==> config.mk <==
export PLATFORM = sky130hd
export DESIGN_NAME = compare_search_sar
export DESIGN_NICKNAME = d
export VERILOG_FILES = /design/src/rtl/compare_search_sar.sv
export SDC_FILE = /design/constraint.sdc
export NUM_CORES = 1
export LEC_CHECK = 0
export BUFFER_PORTS_ARGS = -buffer_cell sky130_fd_sc_hd__buf_2
export CAP_MARGIN = 15
export CORE_MARGIN = 2
export CORE_UTILIZATION = 54
export DETAILED_ROUTE_END_ITERATION = 10
export PLACE_DENSITY = 0.78
export SYNTH_ARGS = -nofsm -noshare
export SYNTH_HDL_FRONTEND = slang
export SYNTH_SLANG_ARGS = --single-unit
export TNS_END_PERCENT = 50
==> constraint.sdc <==
create_clock -name Clock_In -period 2.55 [get_ports Clock_In]
set_clock_uncertainty 0.05 [all_clocks]
set_input_delay 0.51 -clock Clock_In [delete_from_list [all_inputs] [get_ports Clock_In]]
set_output_delay 0.51 -clock Clock_In [all_outputs]
set_load 0.01 [all_outputs]
==> src/rtl/compare_search_sar.sv <==
// ---------------------------------------------------------------------------
// compare_search_sar
// Successive-approximation search controller. It drives the B side of an
// external magnitude comparator and resolves the unknown A value one bit per
// trial, MSB first. It exits early when the comparator reports equality.
//
// Ports
//   Clock_In       rising-edge clock
//   Reset_In       synchronous, active-high reset
//   Start_In       begin a search (honoured only while idle)
//   Enable_Out     comparator enable, high during the DRIVE and SAMPLE states
//   Candidate_Out  trial value presented to the comparator B input
//   A_gt_B_In      comparator response: target >  candidate
//   A_eq_B_In      comparator response: target == candidate
//   A_lt_B_In      comparator response: target <  candidate
//   Busy_Out       high in the DRIVE, SAMPLE and DONE states
//   Done_Out       one-cycle pulse when Result_Out/Error_Out are valid
//   Result_Out     resolved target, held until the next accepted start
//   Error_Out      the comparator response was not one-hot; held with result
// ---------------------------------------------------------------------------
module compare_search_sar #(
    parameter int unsigned WIDTH = 8
) (
    input  logic             Clock_In,
    input  logic             Reset_In,
    input  logic             Start_In,
    output logic             Enable_Out,
    output logic [WIDTH-1:0] Candidate_Out,
    input  logic             A_gt_B_In,
    input  logic             A_eq_B_In,
    input  logic             A_lt_B_In,
    output logic             Busy_Out,
    output logic             Done_Out,
    output logic [WIDTH-1:0] Result_Out,
    output logic             Error_Out
);

    localparam int unsigned IW = (WIDTH > 1) ? $clog2(WIDTH) : 1;

    typedef enum logic [1:0] {
        S_IDLE,
        S_DRIVE,
        S_SAMPLE,
        S_DONE
    } state_t;

    state_t           r_state;
    logic [WIDTH-1:0] r_acc;
    logic [IW-1:0]    r_idx;

    logic [2:0]       w_flags;
    logic [WIDTH-1:0] w_acc_next;
    logic [IW-1:0]    w_idx_next;
    logic [WIDTH-1:0] w_cand_next;

    // The flags are packed as {gt, eq, lt}. Only the three one-hot codes are legal.
    assign w_flags     = {A_gt_B_In, A_eq_B_In, A_lt_B_In};
    // On gt, keep the trial bit. On lt, drop it (the accumulator is unchanged).
    assign w_acc_next  = (w_flags == 3'b100) ? Candidate_Out : r_acc;
    assign w_idx_next  = r_idx - IW'(1);
    assign w_cand_next = w_acc_next | (WIDTH'(1) << w_idx_next);

    // Search sequencer with registered outputs.
    always_ff @(posedge Clock_In) begin
        if (Reset_In) begin
            r_state       <= S_IDLE;
            r_acc         <= '0;
            r_idx         <= IW'(WIDTH - 1);
            Enable_Out    <= 1'b0;
            Candidate_Out <= '0;
            Busy_Out      <= 1'b0;
            Done_Out      <= 1'b0;
            Result_Out    <= '0;
            Error_Out     <= 1'b0;
        end else begin
            case (r_state)
                S_IDLE: begin
                    if (Start_In) begin
                        r_acc         <= '0;
                        r_idx         <= IW'(WIDTH - 1);
                        Candidate_Out <= WIDTH'(1) << (WIDTH - 1);
                        Result_Out    <= '0;
                        Error_Out     <= 1'b0;
                        Enable_Out    <= 1'b1;
                        Busy_Out      <= 1'b1;
                        r_state       <= S_DRIVE;
                    end
                end

                // The comparator settles on the candidate for one cycle.
                S_DRIVE: begin
                    r_state <= S_SAMPLE;
                end

                S_SAMPLE: begin
                    case (w_flags)
                        3'b010: begin
                            Result_Out <= Candidate_Out;
                            Enable_Out <= 1'b0;
                            Done_Out   <= 1'b1;
                            r_state    <= S_DONE;
                        end
                        3'b100, 3'b001: begin
                            r_acc <= w_acc_next;
                            if (r_idx == '0) begin
                                Result_Out <= w_acc_next;
                                Enable_Out <= 1'b0;
                                Done_Out   <= 1'b1;
                                r_state    <= S_DONE;
                            end else begin
                                r_idx         <= w_idx_next;
                                Candidate_Out <= w_cand_next;
                                r_state       <= S_DRIVE;
                            end
                        end
                        // Zero, multiple, or unknown flags: abort with an error.
                        default: begin
                            Error_Out  <= 1'b1;
                            Result_Out <= '0;
                            Enable_Out <= 1'b0;
                            Done_Out   <= 1'b1;
                            r_state    <= S_DONE;
                        end
                    endcase
                end

                S_DONE: begin
                    Done_Out <= 1'b0;
                    Busy_Out <= 1'b0;
                    r_state  <= S_IDLE;
                end

                default: begin
                    r_state <= S_IDLE;
                end
            endcase
        end
    end

endmodule

==> results of run 1 <==
[cells in the final DEF, fill, tap and decap left out, drive strengths merged, types with 2 or more instances in the layout]
cell type / n
nand2b: 3
nor2: 5
or3: 2
a22oi: 7
ha: 5
a221oi: 8
xnor2: 3
inv: 6
o2bb2ai: 7
a21oi: 8
buf: 27
nor3: 5
nand2: 11
a31oi: 2
a22o: 8
dfxtp: 33
clkbuf: 7
a211oi: 12
[synthesized netlist by cell type]
library cell | count | area share
clkbuf_1 | 6 | 0.016
a22oi_1 | 7 | 0.037
nor3b_1 | 1 | 0.0052
or3b_1 | 1 | 0.0061
a221oi_1 | 8 | 0.049
a21oi_1 | 8 | 0.028
nor3_1 | 4 | 0.014
dfxtp_1 | 33 | 0.46
nor4b_1 | 1 | 0.0061
nand3_1 | 1 | 0.0035
nor3_2 | 1 | 0.0070
ha_1 | 5 | 0.044
xnor2_1 | 3 | 0.018
o211a_1 | 1 | 0.0070
o31ai_1 | 1 | 0.0052
a31oi_1 | 2 | 0.0087
o21bai_1 | 1 | 0.0052
and4_1 | 1 | 0.0061
buf_2 | 1 | 0.0035
nand2b_1 | 3 | 0.013
o21ai_0 | 1 | 0.0035
nor4_1 | 1 | 0.0044
nor2b_1 | 1 | 0.0044
inv_1 | 6 | 0.016
nand2_1 | 11 | 0.029
o2bb2ai_1 | 7 | 0.043
o22ai_1 | 1 | 0.0044
nor2_1 | 5 | 0.013
xor2_1 | 1 | 0.0061
a211oi_1 | 12 | 0.063
a22o_1 | 8 | 0.049
a2111oi_0 | 1 | 0.0061
or3_1 | 2 | 0.0087
o311ai_1 | 1 | 0.0061
[worst max-delay path, stage by stage (launching register included)]
cell       delay, ns
dfxtp_1         0.36
inv_1           0.12
ha_1            0.21
nor2b_1         0.36
nor4b_1         0.10
o31ai_1         0.67
o2bb2ai_1       0.21
[sequential cells by signal, indices dropped and copies added (netlist names)]
name / count
Candidate_Out: 8
Result_Out: 8
r_acc: 8
r_idx: 3
r_state: 2
Busy_Out: 1
Done_Out: 1
Enable_Out: 1
Error_Out: 1
[per-layer routing]
metal	wire, um	up-vias	track usage	part of all wire
met4	56	0	0.0906	0.017
li1	-	623	-	-
met2	1480	37	0.344	0.46
met1	1500	612	0.290	0.46
met5	0	-	0	0
met3	201	8	0.0679	0.062
[stage by stage]
stage / total power [mW] / util / cells
finish: 1.07 / 0.670 / 205
global route: 1.11 / 0.670 / 205
CTS: 1.07 / 0.670 / 205
detailed placement: 0.675 / 0.636 / 197
global placement: 0.670 / 0.636 / 197
floorplan: 0.633 / - / 147
[layout make-up]
class	instances	area (sq um)	share of cell area
Clock buffer	7	55.1	0.0329
Clock inverter	1	30.0	0.0179
Inverter	6	22.5	0.0135
Multi-Input combinational cell	101	728	0.435
Sequential cell	33	661	0.395
Tap cell	30	37.5	0.0224
Timing Repair Buffer	27	140	0.0837
[path summary, 6_finish.rpt]
path / startpoint / to / cells after the start
setup / recovery: r_idx[0] / Candidate_Out[6] / 6
hold / removal: Enable_Out / Enable_Out / 2
setup reg to reg: r_idx[0] / Candidate_Out[6] / 6
hold reg to reg: Enable_Out / Enable_Out / 2
[where the power goes]
part,total [mW],internal [mW],switching [mW]
combinational,0.117,0.0420,0.0751
clock,0.402,0.234,0.168
sequential,0.547,0.533,0.0139
total,1.07,0.809,0.257
[cells by family (layout without fill, tap and decap cells)]
group,Yosys count,in the layout,share of synthesized area
AO/OA/AOI/OAI,59,59,0.315
XOR/XNOR,4,4,0.0245
adder cells (fa/ha/maj),5,5,0.0437
flip-flops,33,33,0.462
AND/OR/NAND/NOR,33,33,0.121
buffers and inverters,13,41,0.0350
==> flow_summary.toml, run 1 <==
[run_status]
status = "complete, no violations"

[synth]
avgSynthCellArea_sq_um = 9.74
synth_cell_types = 34
syn_inst = 147
syn_nets = 158
ys_warn_count = 0
ys_seq_area_frac = 0.462
syn_area_sq_mm = 0.00143
synth_seq_cells = 33

[routing]
first_pass_iters = 4
post_drt_wl_per_cell_um = 15.8
vias_per_cell = 6.24
drt-initial-drc-count = 30
drcViolationCount = 0
num_vias = 1280
ant_nets = 0
drt_wl_total_mm = 3.24

[critical_path]
arrival_ns = 2.36
required_ns = 2.75
cp_max_fo = 7
end_kind = "register"
crit_type = "reg -> reg"
start_kind = "register"
rrSetupSlack_ns = 0.39

[timing]
finalWorstSetupSlack_ns = 0.393
setup-violations-final = 0
grt_setup_unrepaired = "no"
slew_headroom = 0.465
fin_crit_ns = 2.16
max_freq_mhz = 464
hold_violations = 0
tightest_slew_ns = 0.796
drv_slew = 0
finalSetupTns_ns = 0
hold_slack_ns = 0.415
min_period_over_period = 0.846

[pwr]
irDropWorstVdd_mv = 0.715
powerDensity_mw_per_mm2 = 637
power_leakage_nw = 0.695

[cts]
cts-root-buf = "clkbuf_4"
hold_buffers = 0
cts_tree = "done"
numClockSinks = 33
cts.repair.resized = 0
cts_buffer_depth = 2
post_cts_buffers = 0
clk_latency_ns = 0.33
htree_levels = 2
cts_buffers = 5
clkTransAtPathRegs_ns = 0.10

[final_layout]
syn2layout_area_growth_pct = 17.0
num-nets-final = 185
fin_area_sq_mm = 0.00167
n_fill_cell = 214
drive_above_1_share = 0.206
antenna_cells = 0

[grt]
track_usage = 0.223
grt_max_degree = 24
grt-ovfl-total = 0
grt_pass1_vias = 1195
grt_first_pass_wirelength_mm = 5.42
antenna_found_initial = 0

[floorplan]
dieArea_sq_mm = 0.00308
core_area_sq_mm = 0.00250
io-pin-count = 26
die_w_um = 55.5
start_util = 0.573
die_h_um = 55.5
fp-row-count = 18

[placement]
portBuffers = 25
dp_hpwl_mm = 2.43
place.gp.congestion = 0.841
dpl_worst_slack_ns = 0.461
dpl-instance-area_sq_mm = 0.00159

[worst_hold_path]
hold_class = "reg -> reg"

[job]
drv_cap = 0
Power figures use the tool's default switching activity.
==> run 2: changes to the inputs <==
- ABC_AREA: unset -> 1
- CORE_UTILIZATION: 54 -> 55
- clock period: 2.55 -> 2 ns (I/O delays scaled with it)
==> run 2 against run 1 <==
- wire length increased by 16%
- global-route usage increased by 1.9 points
- setup slack got worse by 0.014 ns
- total power increased by 33%
- largest power group unchanged
- flip-flop and latch count unchanged
- critical endpoint is now r_idx[0]
- combinational power increased by 130%
- cell count increased by 54%
- sequential power increased by 33%
- worst hold slack got worse by 0.12 ns
- area after synthesis increased by 17%
- count of clock-buffer cells in the layout unchanged
==> flow_summary.toml, run 2 <==
[run_status]
status = "complete, no violations"

[grt]
track_usage = 0.242
grt_max_degree = 16
grt_pass1_vias = 1469
antenna_found_initial = 0
grt-ovfl-total = 0
grt_first_pass_wirelength_mm = 6.40

[cts]
cts_tree = "done"
cts_buffer_depth = 2
cts-root-buf = "clkbuf_4"
htree_levels = 2
clkTransAtPathRegs_ns = 0.10
hold_buffers = 0
numClockSinks = 33
post_cts_buffers = 0
cts_buffers = 5
clk_latency_ns = 0.33
cts.repair.resized = 0

[routing]
routed-wl-met2_mm = 1.76
num_vias = 1642
first_pass_iters = 4
top_layer_used = "met4"
drcViolationCount = 0
met1_length_mm = 1.73
ant_nets = 0
vias_per_cell = 5.21
drt-initial-drc-count = 67
post_drt_wl_per_cell_um = 12.0
drt_wl_total_mm = 3.77
met3WireLength_um = 221

[critical_path]
end_kind = "register"
required_ns = 2.22
crit_type = "reg -> reg"
reg2reg_depth = 9
arrival_ns = 1.84
cp_max_fo = 15
start_kind = "register"

[synth]
synth_top_area_frac = 0.394
synth-edff-count = 0
syn_inst = 253
netlist.top_cell.by_area = "dfxtp_1"
synth_seq_cells = 33
avgSynthCellArea_sq_um = 6.63
synth_flop_cell = "dfxtp_1"
ys_seq_area_frac = 0.394
synthArstFlopShare = 0
synth_cell_types = 22
syn_area_sq_mm = 0.00168
synthTopCellsByArea = "dfxtp_1 39%, nand2_1 17%, nand3_1 12%, nor2_1 5.8%, inv_1 4.9%"
yosys.cell_count.top_type = "nand2_1"
synthTopCellsByCount = "77 x nand2_1, 39 x nand3_1, 33 x dfxtp_1, 26 x nor2_1, 22 x inv_1"
syn_nets = 264
ys_warn_count = 0

[placement]
dpl-instance-area_sq_mm = 0.00182
portBuffers = 25
place.gp.congestion = 0.929
dp_hpwl_mm = 2.86

[timing]
setup-violations-final = 0
finalSetupTns_ns = 0
slew_headroom = 0.696
drv_slew = 0
fin_crit_ns = 1.62
grt_setup_unrepaired = "no"
tightest_slew_ns = 0.455
hold_violations = 0
max_freq_mhz = 617
min_period_over_period = 0.811

[final_layout]
fin_area_sq_mm = 0.00189
syn2layout_area_growth_pct = 12.5
num-nets-final = 292
n_fill_cell = 301
antenna_cells = 0
final_common_cell = "nand2_1"
drive_above_1_share = 0.167
top_regs = "Candidate_Out x8, Result_Out x8, r_acc x8"
final_cell_mix = "77 x nand2_1, 39 x nand3_1, 33 x dfxtp_1"

[floorplan]
die_h_um = 59.2
fp-row-count = 20
core_area_sq_mm = 0.00298
dieArea_sq_mm = 0.00351
start_util = 0.563
die_w_um = 59.2
io-pin-count = 26

[pwr]
powerDensity_mw_per_mm2 = 754
irDropWorstVdd_mv = 0.355
fin_total_pwr_mw = 1.42
power_leakage_nw = 1.01

[worst_hold_path]
hold_path_depth = 2
hold_class = "in -> reg"

[job]
drv_cap = 0
-- run 2: cell types whose count changed after synthesis, moves of 6 or more --
cell | previous run | this run
clkbuf_1 | 6 | 0
a211oi_1 | 12 | 0
a22oi_1 | 7 | 0
a221oi_1 | 8 | 0
a22o_1 | 8 | 0
o2bb2ai_1 | 7 | 0
inv_1 | 6 | 22
nand2_1 | 11 | 77
nor2_1 | 5 | 26
o21ai_0 | 1 | 11
nand3_1 | 1 | 39
-- run 2: worst max-delay path, cell delays in order (launching register included) --
cell and delay [ns]:
dfxtp_1 0.38, inv_1 0.11, ha_1 0.22, inv_1 0.07
nor2_1 0.06, nand2_1 0.10, nand3_2 0.26, inv_1 0.18
nand2_1 0.07, nand3_1 0.06
-- run 2: final cells by class --
| cell class | count | area (sq um) | share of cell area |
|---|---|---|---|
| Multi-Input combinational cell | 187 | 878 | 0.465 |
| Sequential cell | 33 | 661 | 0.350 |
| Timing Repair Buffer | 26 | 133 | 0.0702 |
| Inverter | 28 | 105 | 0.0557 |
| Clock buffer | 7 | 65.1 | 0.0345 |
| Tap cell | 33 | 41.3 | 0.0219 |
| Clock inverter | 1 | 5.00 | 0.00265 |
-- run 2: final timing paths --
path / start / end / slack, ns
hold reg to reg: r_acc[2] / r_acc[2] / 0.40
setup reg to reg: r_idx[0] / r_idx[0] / 0.38
hold / removal: Reset_In / Candidate_Out[6] / 0.29
setup / recovery: r_idx[0] / r_idx[0] / 0.38
-- run 2: metal layers --
| layer | vias to the layer above | GRT usage |
|---|---|---|
| met3 | 9 | 0.0655 |
| met5 | - | 0 |
| met4 | 0 | 0.0844 |
| li1 | 864 | - |
| met1 | 721 | 0.302 |
| met2 | 48 | 0.399 |
-- run 2: cells by family after synthesis --
family / count (synthesis) / share of synthesized area
buf+inv: 33 / 0.0828
simple gates: 151 / 0.387
fa+ha+maj: 5 / 0.0373
compound gates: 31 / 0.0992
flops: 33 / 0.394
-- run 2: stage by stage --
| stage | cells | setup slack (ns) | hold slack (ns) | util |
|---|---|---|---|---|
| 6_report | 315 | 0.379 | 0.292 | 0.634 |
| 5_1_grt | 315 | 0.210 | 0.280 | 0.634 |
| 4_1_cts | 315 | 0.387 | 0.280 | 0.634 |
| 3_5_place_dp | 307 | 0.364 | 0.389 | 0.611 |
| 3_3_place_gp | 307 | 0.372 | 0.391 | 0.611 |
| 2_1_floorplan | 253 | 0.592 | 0.377 | - |
-- run 2: report_power, final --
group / switching, mW / total, mW / internal [mW]
logic: 0.188 / 0.274 / 0.0869
clock network: 0.218 / 0.422 / 0.204
registers: 0.0247 / 0.727 / 0.702
